===== config.mk =====
export PLATFORM = sky130hd
export DESIGN_NAME = star_spawn_scheduler_flat
export DESIGN_NICKNAME = d
export VERILOG_FILES = /design/src/rtl/star_spawn_if.sv /design/src/rtl/star_spawn_scheduler.sv /design/src/flat_wrapper.sv
export SDC_FILE = /design/constraint.sdc
export NUM_CORES = 1
export LEC_CHECK = 0
export ABC_AREA = 1
export CAP_MARGIN = 20
export CORE_ASPECT_RATIO = 0.8
export CORE_MARGIN = 10
export CORE_UTILIZATION = 40
export CTS_CLUSTER_SIZE = 25
export DETAILED_ROUTE_END_ITERATION = 8
export GPL_TIMING_DRIVEN = 0
export SLEW_MARGIN = 20
export SYNTH_ARGS = -nofsm -noshare
export SYNTH_HDL_FRONTEND = slang
export SYNTH_SLANG_ARGS = --single-unit

===== constraint.sdc =====
create_clock -name clk -period 1.6 [get_ports clk]
set_input_delay 0.24 -clock clk [delete_from_list [all_inputs] [get_ports clk]]
set_output_delay 0.24 -clock clk [all_outputs]
set_load 0.05 [all_outputs]

===== src/rtl/star_spawn_if.sv =====
// Spawn offer channel between the star spawn scheduler (master) and the object/draw logic (slave).
// Handshake: spawn_valid rises with slot/x already stable and holds them until a cycle with
// spawn_ready=1 (that cycle is the transfer); valid is never withdrawn before that transfer.
interface star_spawn_if #(
  parameter int SLOT_BITS = 3,
  parameter int X_BITS    = 10
);
  logic                 spawn_valid;
  logic                 spawn_ready;
  logic [SLOT_BITS-1:0] spawn_slot;
  logic [X_BITS-1:0]    spawn_x;

  modport master (output spawn_valid, output spawn_slot, output spawn_x, input spawn_ready);
  modport slave  (input spawn_valid, input spawn_slot, input spawn_x, output spawn_ready);
endinterface


===== src/rtl/star_spawn_scheduler.sv =====
// Star spawn scheduler: counts spawn ticks, allocates the lowest free sprite slot and offers one spawn
// at a time with an LFSR-derived X. Optional counters spawn_count/drop_count under SPAWN_STATS_EN.
module star_spawn_scheduler #(
  parameter int NUM_SLOTS = 8,
  parameter int SLOT_BITS = 3,
  parameter int PEND_BITS = 3,
  parameter int COOLDOWN  = 4,
  parameter int X_BITS    = 10,
  parameter int X_MAX     = 619
) (
  input  logic                 clk,
  input  logic                 resetN,
  input  logic                 enable,
  input  logic                 tick,
  input  logic [NUM_SLOTS-1:0] release_mask,
  star_spawn_if.master         spawn,
  output logic [NUM_SLOTS-1:0] busy_mask,
  output logic [PEND_BITS-1:0] pending_cnt,
  output logic                 overflow,
  output logic [1:0]           state_dbg
`ifdef SPAWN_STATS_EN
  ,
  output logic [15:0]          spawn_count,
  output logic [7:0]           drop_count
`endif
);

  localparam int CW = (COOLDOWN < 1) ? 1 : $clog2(COOLDOWN + 1);
  localparam logic [PEND_BITS-1:0] PEND_MAX = '1;
  localparam logic [X_BITS-1:0]    X_LIMIT  = X_BITS'(X_MAX);
  localparam logic [X_BITS-1:0]    X_SPAN   = X_BITS'(X_MAX + 1);
  localparam logic [NUM_SLOTS-1:0] SLOT_ONE = NUM_SLOTS'(1);

  typedef enum logic [1:0] {
    S_IDLE  = 2'd0,
    S_ISSUE = 2'd1,
    S_COOL  = 2'd2
  } state_t;

  state_t               state;
  logic [15:0]          lfsr;
  logic [15:0]          lfsr_next;
  logic [CW-1:0]        cool_cnt;
  logic                 valid_q;
  logic [SLOT_BITS-1:0] slot_q;
  logic [X_BITS-1:0]    x_q;
  logic [X_BITS-1:0]    lfsr_r;
  logic [X_BITS-1:0]    x_new;
  logic [SLOT_BITS-1:0] free_idx;
  logic                 any_free;
  logic                 accept;

  assign accept            = valid_q & spawn.spawn_ready;
  assign spawn.spawn_valid = valid_q;
  assign spawn.spawn_slot  = slot_q;
  assign spawn.spawn_x     = x_q;
  assign state_dbg         = state;

  // Galois form of x^16+x^14+x^13+x^11+1; a nonzero seed never reaches zero.
  assign lfsr_next = {1'b0, lfsr[15:1]} ^ (lfsr[0] ? 16'hB400 : 16'h0000);
  assign lfsr_r    = lfsr[X_BITS-1:0];
  assign x_new     = (lfsr_r <= X_LIMIT) ? lfsr_r : (lfsr_r - X_SPAN);

  always_comb begin
    free_idx = '0;
    any_free = 1'b0;
    for (int i = NUM_SLOTS - 1; i >= 0; i--) begin
      if (!busy_mask[i]) begin
        free_idx = SLOT_BITS'(i);
        any_free = 1'b1;
      end
    end
  end

  always_ff @(posedge clk or negedge resetN) begin
    if (!resetN) lfsr <= 16'hACE1;
    else         lfsr <= lfsr_next;
  end

  // A tick and an accept in the same cycle cancel; a dropped tick is flagged for one cycle.
  always_ff @(posedge clk or negedge resetN) begin
    if (!resetN) begin
      pending_cnt <= '0;
      overflow    <= 1'b0;
    end else if (!enable) begin
      pending_cnt <= '0;
      overflow    <= 1'b0;
    end else begin
      overflow <= 1'b0;
      if (tick && !accept) begin
        if (pending_cnt == PEND_MAX) overflow    <= 1'b1;
        else                         pending_cnt <= pending_cnt + PEND_BITS'(1);
      end else if (accept && !tick && pending_cnt != '0) begin
        pending_cnt <= pending_cnt - PEND_BITS'(1);
      end
    end
  end

  // Releases clear first, so an accept of the same slot in the same cycle leaves it busy.
  always_ff @(posedge clk or negedge resetN) begin
    if (!resetN) busy_mask <= '0;
    else         busy_mask <= (busy_mask & ~release_mask) | (accept ? (SLOT_ONE << slot_q) : '0);
  end

  always_ff @(posedge clk or negedge resetN) begin
    if (!resetN) begin
      state    <= S_IDLE;
      valid_q  <= 1'b0;
      slot_q   <= '0;
      x_q      <= '0;
      cool_cnt <= '0;
    end else begin
      case (state)
        S_IDLE: begin
          if (enable && pending_cnt != '0 && any_free) begin
            state   <= S_ISSUE;
            valid_q <= 1'b1;
            slot_q  <= free_idx;
            x_q     <= x_new;
          end
        end
        S_ISSUE: begin
          if (spawn.spawn_ready) begin
            valid_q <= 1'b0;
            if (COOLDOWN == 0) begin
              state <= S_IDLE;
            end else begin
              state    <= S_COOL;
              cool_cnt <= CW'(COOLDOWN);
            end
          end
        end
        S_COOL: begin
          cool_cnt <= cool_cnt - CW'(1);
          if (cool_cnt == CW'(1)) state <= S_IDLE;
        end
        default: state <= S_IDLE;
      endcase
    end
  end

`ifdef SPAWN_STATS_EN
  always_ff @(posedge clk or negedge resetN) begin
    if (!resetN) begin
      spawn_count <= '0;
      drop_count  <= '0;
    end else begin
      if (accept) spawn_count <= spawn_count + 16'd1;
      if (overflow && drop_count != 8'hFF) drop_count <= drop_count + 8'd1;
    end
  end
`endif

endmodule


===== src/flat_wrapper.sv =====
// flat-port wrapper written by rule: the top's interface ports become plain ports
module star_spawn_scheduler_flat 
#(
  parameter int NUM_SLOTS = 8,
  parameter int SLOT_BITS = 3,
  parameter int PEND_BITS = 3,
  parameter int COOLDOWN  = 4,
  parameter int X_BITS    = 10,
  parameter int X_MAX     = 619
)
  (clk, resetN, enable, tick, release_mask, busy_mask, pending_cnt, overflow, state_dbg, spawn_spawn_valid, spawn_spawn_slot, spawn_spawn_x, spawn_spawn_ready);
  star_spawn_if #(.SLOT_BITS(SLOT_BITS), .X_BITS(X_BITS)) spawn_i ();
  input  logic clk;
  input  logic resetN;
  input  logic enable;
  input  logic tick;
  input  logic [NUM_SLOTS-1:0] release_mask;
  output logic [NUM_SLOTS-1:0] busy_mask;
  output logic [PEND_BITS-1:0] pending_cnt;
  output logic overflow;
  output logic [1:0] state_dbg;
  output wire logic [$bits(spawn_i.spawn_valid)-1:0] spawn_spawn_valid;
  output wire logic [$bits(spawn_i.spawn_slot)-1:0] spawn_spawn_slot;
  output wire logic [$bits(spawn_i.spawn_x)-1:0] spawn_spawn_x;
  input wire logic [$bits(spawn_i.spawn_ready)-1:0] spawn_spawn_ready;
  assign spawn_spawn_valid = spawn_i.spawn_valid;
  assign spawn_spawn_slot = spawn_i.spawn_slot;
  assign spawn_spawn_x = spawn_i.spawn_x;
  assign spawn_i.spawn_ready = spawn_spawn_ready;
  star_spawn_scheduler #(.NUM_SLOTS(NUM_SLOTS), .SLOT_BITS(SLOT_BITS), .PEND_BITS(PEND_BITS), .COOLDOWN(COOLDOWN), .X_BITS(X_BITS), .X_MAX(X_MAX)) u_core (.clk(clk), .resetN(resetN), .enable(enable), .tick(tick), .release_mask(release_mask), .spawn(spawn_i), .busy_mask(busy_mask), .pending_cnt(pending_cnt), .overflow(overflow), .state_dbg(state_dbg));
endmodule

# After elaboration in Yosys (flattened, before gate mapping)

Index checks and enable logic that the tools add are counted.

Input bits: 13
Bits in registers: 47

Shifts and indexed selects: 1
Reductions and logical operators: 16
$add $sub $neg: 4
Order comparisons: 1
Multiplexer cells: 35
Eq/ne operators: 9
Bitwise operators: 5

Operators with widths:

| kind                                                   | number |
|---|---|
| 2-to-1 mux 3 bit                                       | 13 |
| 2-to-1 mux 16 bit                                      | 1 |
| bitwise XOR 15 x 16 -> 16 bit                          | 1 |
| 2-to-1 mux 1 bit                                       | 13 |
| less-or-equal comparator 10 bit, second input constant | 1 |
| 2-to-1 mux 10 bit                                      | 1 |
| subtractor 10 bit, second input constant               | 1 |
| bitwise AND 8 bit                                      | 1 |
| 2-to-1 mux 8 bit                                       | 1 |
| NOT 8 bit                                              | 1 |
| bitwise OR 8 bit                                       | 1 |
| << shifter 1 x 3 -> 8 bit, first input constant        | 1 |
| 2-to-1 mux 2 bit                                       | 3 |
| case mux 2 bit (3 select lines)                        | 1 |
| case mux 3 bit (2 select lines)                        | 1 |
| AND reduction 2 bit                                    | 3 |
| AND reduction 3 bit                                    | 2 |
| subtractor 3 x 1 -> 3 bit, second input constant       | 2 |
| logical AND 1 bit                                      | 5 |
| != test 2 x 1 -> 1 bit, second input constant          | 2 |
| nonzero test 2 bit                                     | 2 |
| adder 3 x 1 -> 3 bit, second input constant            | 1 |
| == test 3 x 1 -> 1 bit, second input constant          | 1 |
| == test 3 bit, second input constant                   | 1 |
| other kinds (10)                                       | 11 |

# Logic depth before layout (Yosys ltp)

Depth in word-level cells: 11
Mapped depth: 11
Gate-level depth less buffers: 11

# Worst setup path before layout

Ideal clock, no wire load.

Path type: reg2reg
Start point: register u_core.valid_q (netlist: u_core.spawn.spawn_valid)
End point: register u_core.pending_cnt[2]
Data arrival time: 1.593 ns
Cell stages (with the launch flop): 7
Period minus slack after synthesis: 1.669 ns
Slack: -0.069 ns
Cells stage by stage: dfrtp_1 nand2_1 nand2_1 inv_1 fa_1 xor2_1 o21ai_1

Cells in the longest elaborated chain, start to end: 5

Ends and longest elaborated chain:

| item                                                                            | line                                                   | text |
|---|---|---|
| from (decl)                                                                     | star_spawn_scheduler.sv:44                             | `logic valid_q;` |
| from (signal assigned)                                                          | star_spawn_scheduler.sv:108                            | `valid_q <= 1'b0;` |
| from (signal assigned)                                                          | star_spawn_scheduler.sv:117                            | `valid_q <= 1'b1;` |
| from (signal assigned)                                                          | star_spawn_scheduler.sv:124                            | `valid_q <= 1'b0;` |
| bitwise AND 1 bit *                                                             | star_spawn_scheduler.sv:53                             | `assign accept = valid_q & spawn.spawn_ready;` |
| logical NOT 1 bit / logical AND 1 bit (equally long branches)                   | star_spawn_scheduler.sv:90, star_spawn_scheduler.sv:93 |  |
| logical AND 1 bit, on equally long branches                                     | star_spawn_scheduler.sv:90, star_spawn_scheduler.sv:93 |  |
| != test 3 bit (no source line) (tied with other cells)                          | --                                                     |  |
| AND reduction 2 bit (no source line) / 2-to-1 mux 3 bit (equally long branches) | --                                                     |  |
| to (signal assigned)                                                            | star_spawn_scheduler.sv:92                             | `else pending_cnt <= pending_cnt + PEND_BITS'(1);` |
| to (signal assigned)                                                            | star_spawn_scheduler.sv:94                             | `pending_cnt <= pending_cnt - PEND_BITS'(1);` |
| to (decl)                                                                       | star_spawn_scheduler.sv:18                             | `output logic [PEND_BITS-1:0] pending_cnt,` |

Mark *: on every way between the ends. The rest lies on a longest branch, timed or not.
A chain may end at the register's enable or synchronous reset.

# Worst setup path after layout

Start point: register u_core.slot_q[0] (netlist: u_core.spawn.spawn_slot[0])
End point: output spawn_spawn_slot[0]

RTL lines:

| item                   | line                        | text |
|---|---|---|
| from (decl)            | star_spawn_scheduler.sv:45  | `logic [SLOT_BITS-1:0] slot_q;` |
| from (signal assigned) | star_spawn_scheduler.sv:118 | `slot_q <= free_idx;` |
| to (decl)              | flat_wrapper.sv:23          | `output wire logic [$bits(spawn_i.spawn_slot)-1:0] spawn_spawn_slot;` |

No word-level cell between the ends.

==> impl_metrics.tcl <==
set metrics [dict create \
    die_w_um 102 \
    final.period_utilization 0.966 \
    crit_path_end_kind "output port" \
    grt_pass1_wl_mm 8.08 \
    slowest_delay_ns 0.57 \
    num_vias 1668 \
    cpMaxStageDelayCell "dlygate4sd2_1" \
    synthTopCellsByArea "dfrtp_1 (45%), nand2_1 (13%), dfstp_2 (9.7%), nand3_1 (5.1%), inv_1 (4.0%)" \
    critPathRequiredTime_ns 1.36 \
    track_usage 0.115 \
    start_kind "flop" \
    synth.distinct_cells 28 \
    dieHeight_um 85.7 \
    worstPathCellList "dlygate4sd2_1" \
    yosysSeqAreaShare 0.550 \
    via_per_inst 4.79 \
    utilization 0.552 \
    ant_nets 0 \
    finalHoldViolCount 0 \
    syn2layout_area_growth_pct 30.9 \
    cellPowerDensity_mw_per_mm2 1370 \
    layout_setup_ws_ns 0.0547 \
    synth_top_cell_by_area "dfrtp_1" \
    synth_top_area_frac 0.452 \
    cts_buffers 5 \
    clockRootBuffer "clkbuf_8" \
    rows 23 \
    first_iter_violations 93 \
    worst-setup-path-type "flop to output port" \
    syn_area_per_cell_um2 9.22 \
    cp_num_buf_inv 1 \
    crit_fanout 5 \
    finalCriticalPeriod_ns 1.55 \
    setup_viol 0 \
    grt_pass1_vias 1637 \
    route.detailed.drc 0 \
    drv_slew 0 \
    dieArea_mm2 0.00875 \
    fin_worst_skew_ns 0.00886 \
    avgRoutedWirePerCell_um 14.4 \
    syn_nets 252 \
    outcome "complete, no violations" \
    worstReg2RegStart "u_core.lfsr[2]$_DFF_PN0_" \
    core_area_mm2 0.00512 \
    reg2reg_slack_ns 0.10 \
    n_antenna_cell 0 \
    arrival_ns 1.31 \
    dp_hpwl_mm 3.69 \
    clock_latency_ns 0.30 \
    p_leak_nw 1.48 \
    cts.sinks 47 \
    fmax_mhz 647 \
    antenna_found_initial 0 \
    initial_core_util 0.421 \
    dpl_cell_area_mm2 0.00266 \
    drive_gt1_frac 0.192 \
    startpoint "u_core.spawn.spawn_slot[0]$_DFFE_PN0P_" \
    io_buffers 40 \
    cts_max_path_buffers 2 \
    gp_congestion 0.814 \
    yosys_warnings 0 \
    grt_max_degree 28 \
    ios 41 \
    finalWirelength_mm 5.02 \
    htree_levels 2 \
    min_path_type "flop to flop" \
    finalSetupTns_ns 0 \
    slew_headroom 0.558 \
    postLayoutCellArea_mm2 0.00283 \
    worst_slew_pin_slew_ns 0.663 \
    dp_slack_ns -0.235 \
    cts_tree "done" \
    clk_transition_reported_paths_ns 0.10 \
    total_power_mw 3.88 \
    overflow 0 \
    yosys_register_bits 47 \
    dr.pass1.iters 4 \
    syn_inst 234 \
    crit_family "buffers and inverters" \
    max_cap_violations 0 \
    synthesis.area_mm2 0.00216 \
    ir_drop_v 0.000783 \
    worstHoldStart "u_core.lfsr[12]$_DFF_PN0_" \
    layout.nets 303 \
]
cells in the final DEF, fill, tap and decap left out, types with 2 or more instances in the layout:
master	instances
dfrtp_1	37
o21ai_0	3
nand2_2	7
clkdlybuf4s50_1	11
clkbuf_8	5
nor3_1	3
o21ai_1	7
nor2_2	2
a21oi_1	2
nand2_4	3
inv_1	22
ha_1	3
xor2_1	6
o22ai_1	9
nand3_1	22
dlygate4sd2_1	27
nand2_1	70
inv_2	7
nor2_1	5
dfstp_2	8
nand3_4	2
buf_4	3
dfrtp_2	2
synthesized netlist by cell type (all sizes together):
master  number
xor2         6
bufinv       1
inv         30
a22oi        1
fa           1
nand3       24
nor2         8
dfstp        8
buf          2
a31o         1
a21oi        2
ha           4
o22ai        9
nand3b       1
o21ai       11
nand2       80
dfrtp       39
nor3         5
and2         1
power by group:
group	total [mW]	leakage (nW)	switching, mW	internal [mW]
clock	0.903	0.0587	0.429	0.474
combinational	1.44	0.812	1.02	0.422
sequential	1.53	0.605	0.168	1.36
registers in the layout, indices dropped and copies added (netlist names):
register / count
u_core.lfsr: 16
u_core.spawn.spawn_x: 10
u_core.busy_mask: 8
u_core.cool_cnt: 3
u_core.pending_cnt: 3
u_core.spawn.spawn_slot: 3
u_core.state_dbg: 2
u_core.overflow: 1
u_core.spawn.spawn_valid: 1
final timing paths:
| check | to | cells after the start |
|---|---|---|
| hold / removal | u_core.lfsr[11]$_DFF_PN1_ | 0 |
| hold reg to reg | u_core.lfsr[11]$_DFF_PN1_ | 0 |
| setup reg to reg | u_core.spawn.spawn_x[6]$_DFFE_PN0P_ | 11 |
| min in group asynchronous | u_core.spawn.spawn_x[8]$_DFFE_PN0P_ | 2 |
| max in group asynchronous | u_core.lfsr[0]$_DFF_PN1_ | 3 |
| setup / recovery | spawn_spawn_slot[0] | 1 |
metrics by stage:
step,cells,hold slack [ns]
after floorplan,234,-0.0556
after global placement,336,0.340
after detailed placement,337,0.305
after CTS,346,0.367
after global routing,348,0.380
final,348,0.365
layer usage:
| layer | share of wire | global-route usage | vias up |
|---|---|---|---|
| li1 | - | - | 849 |
| met1 | 0.49 | 0.159 | 766 |
| met2 | 0.41 | 0.158 | 49 |
| met3 | 0.089 | 0.0473 | 4 |
| met4 | 0.0060 | 0.0307 | 0 |
| met5 | 0 | 0 | - |
logic make-up (layout without fill, tap and decap cells):
logic type,Yosys count,count (layout),share of synthesized area
adders and majority gates,5,5,0.0325
DFF,47,47,0.550
and+or+nand+nor,119,119,0.256
xor gates and xnor gates,6,6,0.0243
AOI/OAI and AO/OA,24,24,0.0661
buffers and inverters,33,85,0.0719
cell type report:
class                      instances  area [um^2]
buffer                             1         15.0
clock buffer                       5         68.8
clock inverter                     3         47.5
fill                             463         2300
inverter                          31          133
multi-input combinational        154          873
sequential                        47         1190
tap                               62         77.6
timing repair buffer              45          422
what timing repair did:
item,CTS,global route
setup endpoints to repair,30,8
buffers inserted,0,3
hold endpoints to repair,23,0
gates resized for setup,29,18
pin swaps,0,6
hold buffers,1,0
No activity file was read; power rests on OpenSTA's default activity.
==> RTL change: new RTL, config.mk and constraints unchanged <==
`PEND_BITS` is set to 3 in 2 places; all go to 6.
--- a/src/rtl/star_spawn_scheduler.sv
+++ b/src/rtl/star_spawn_scheduler.sv
@@ -5,3 +5,3 @@
   parameter int SLOT_BITS = 3,
-  parameter int PEND_BITS = 3,
+  parameter int PEND_BITS = 6,
   parameter int COOLDOWN  = 4,
--- a/src/flat_wrapper.sv
+++ b/src/flat_wrapper.sv
@@ -5,3 +5,3 @@
   parameter int SLOT_BITS = 3,
-  parameter int PEND_BITS = 3,
+  parameter int PEND_BITS = 6,
   parameter int COOLDOWN  = 4,
Interface: changed (resized pending_cnt); port bits go from 41 to 44. The function was not compared with the original's and may differ.
==> RTL change against the unedited design <==
- maximum frequency down 1.8%
- clock skew is 0.0010 ns higher
- sequential cell count grew 3
- cell area rose by 12%
- worst setup slack lost 0.029 ns
- utilization decreased by 1.8 points
- synthesized area grew 13%
- wire length is 12% higher
- power grew 14%
- critical path type is now flip-flop to flip-flop
- critical endpoint is now u_core.pending_cnt[4]$_DFFE_PN0P_
==> RTL change: results (changes against the unedited design) <==
.. list-table::
   :header-rows: 1

   * - Metric
     - Value
   * - Cells after Synth
     - 297 (was 234)
   * - CP startpoint
     - u_core.spawn.spawn_valid$_DFFE_PN0P_ (was u_core.spawn.spawn_slot[0]$_DFFE_PN0P_)
   * - Worst setup slack for register-to-register paths
     - 0.03 ns (was 0.10 ns)
   * - Fraction of layout cells with a size suffix above 1
     - 0.1610 (was 0.1923)
   * - Vias per cell
     - 4.648 (was 4.793)
   * - Post-Place Cell Area
     - 0.002985 mm² (was 0.002660 mm²)
   * - Crit path DAT
     - 1.77 ns (was 1.31 ns)
   * - Violation count after the first detailed-routing iteration
     - 102 (was 93)
   * - Cell internal pwr
     - 2.471 mW (was 2.257 mW)
   * - Sort of element at the end of the critical path
     - flip-flop (was primary output)
   * - Synth unique cells
     - 26 (was 28)
   * - Final period utilization
     - 0.9840 (was 0.9658)
   * - Leak pwr
     - 1.692 nW (was 1.476 nW)
   * - Cell types occupying the most area after synthesis
     - sky130_fd_sc_hd__dfrtp_1 43%, sky130_fd_sc_hd__nand2_1 18%, sky130_fd_sc_hd__dfstp_2 8.6%, sky130_fd_sc_hd__inv_1 6.2%, sky130_fd_sc_hd__nand3_1 4.9% (was sky130_fd_sc_hd__dfrtp_1 45%, sky130_fd_sc_hd__nand2_1 13%, sky130_fd_sc_hd__dfstp_2 9.7%, sky130_fd_sc_hd__nand3_1 5.1%, sky130_fd_sc_hd__inv_1 4.0%)
   * - Total wire length after detailed routing
     - 5.629 mm (was 5.021 mm)
   * - Via count of the first global-routing pass
     - 1851 (was 1637)
   * - Number of nets in the layout
     - 375 (was 303)
   * - Status
     - finished clean (unchanged)
   * - Post-DP HPWL
     - 4.023 mm (was 3.695 mm)
   * - Setup slack at placement
     - -0.4379 ns (was -0.2350 ns)
   * - Overall Global Routing Usage
     - 0.1197 (was 0.1145)
   * - Combinational share of power
     - 0.448 (was 0.372)
   * - Worst-margin pin slew
     - 0.6156 ns (was 0.6626 ns)
   * - Largest vdd supply drop
     - 0.7900 mV (was 0.7832 mV)
   * - Largest fanout on the critical path
     - 6 (was 5)
==> RTL change: cell type report <==
class / count / area (µm²)
fillers: 564 / 2755
inverters: 42 / 157.7
multi-input cells: 201 / 1077
flip-flops and latches: 50 / 1266
clock buffers: 6 / 82.58
repair buffers: 50 / 432.9
well taps: 81 / 101.3
plain buffers: 3 / 26.28
clock inverters: 2 / 12.51
==> RTL change: kinds of logic after synthesis <==
| family | after synthesis | share of synthesized area |
|---|---|---|
| and+or+nand+nor | 166 | 0.2867 |
| DFF | 50 | 0.5180 |
| buffers and inverters | 46 | 0.07656 |
| AOI/OAI and AO/OA | 20 | 0.04779 |
| adders and majority gates | 9 | 0.04933 |
| xor gates and xnor gates | 6 | 0.02158 |
==> RTL change: layer usage <==
metal | wire length, µm | part of all wire | vias to the layer above | track usage
li1 | - | - | 1032 | -
met1 | 2876 | 0.51 | 942 | 0.1729
met2 | 2372 | 0.42 | 40 | 0.1596
met3 | 326 | 0.058 | 8 | 0.04494
met4 | 53 | 0.0094 | 0 | 0.03378
met5 | 0 | 0 | - | 0
==> RTL change: how the worst min path moves through the flow <==
stage                                               end  cells past startpoint  slack, ns                 startpoint
after floorplan           u_core.busy_mask[0]$_DFF_PN0_                      0      -0.06                     resetN
after global placement        u_core.lfsr[11]$_DFF_PN1_                      0       0.34  u_core.lfsr[12]$_DFF_PN0_
after detailed placement       u_core.lfsr[3]$_DFF_PN0_                      1       0.30                     resetN
after CTS                     u_core.lfsr[11]$_DFF_PN1_                      0       0.37  u_core.lfsr[12]$_DFF_PN0_
after global routing          u_core.lfsr[11]$_DFF_PN1_                      0       0.38  u_core.lfsr[12]$_DFF_PN0_
final                         u_core.lfsr[11]$_DFF_PN1_                      0       0.36  u_core.lfsr[12]$_DFF_PN0_
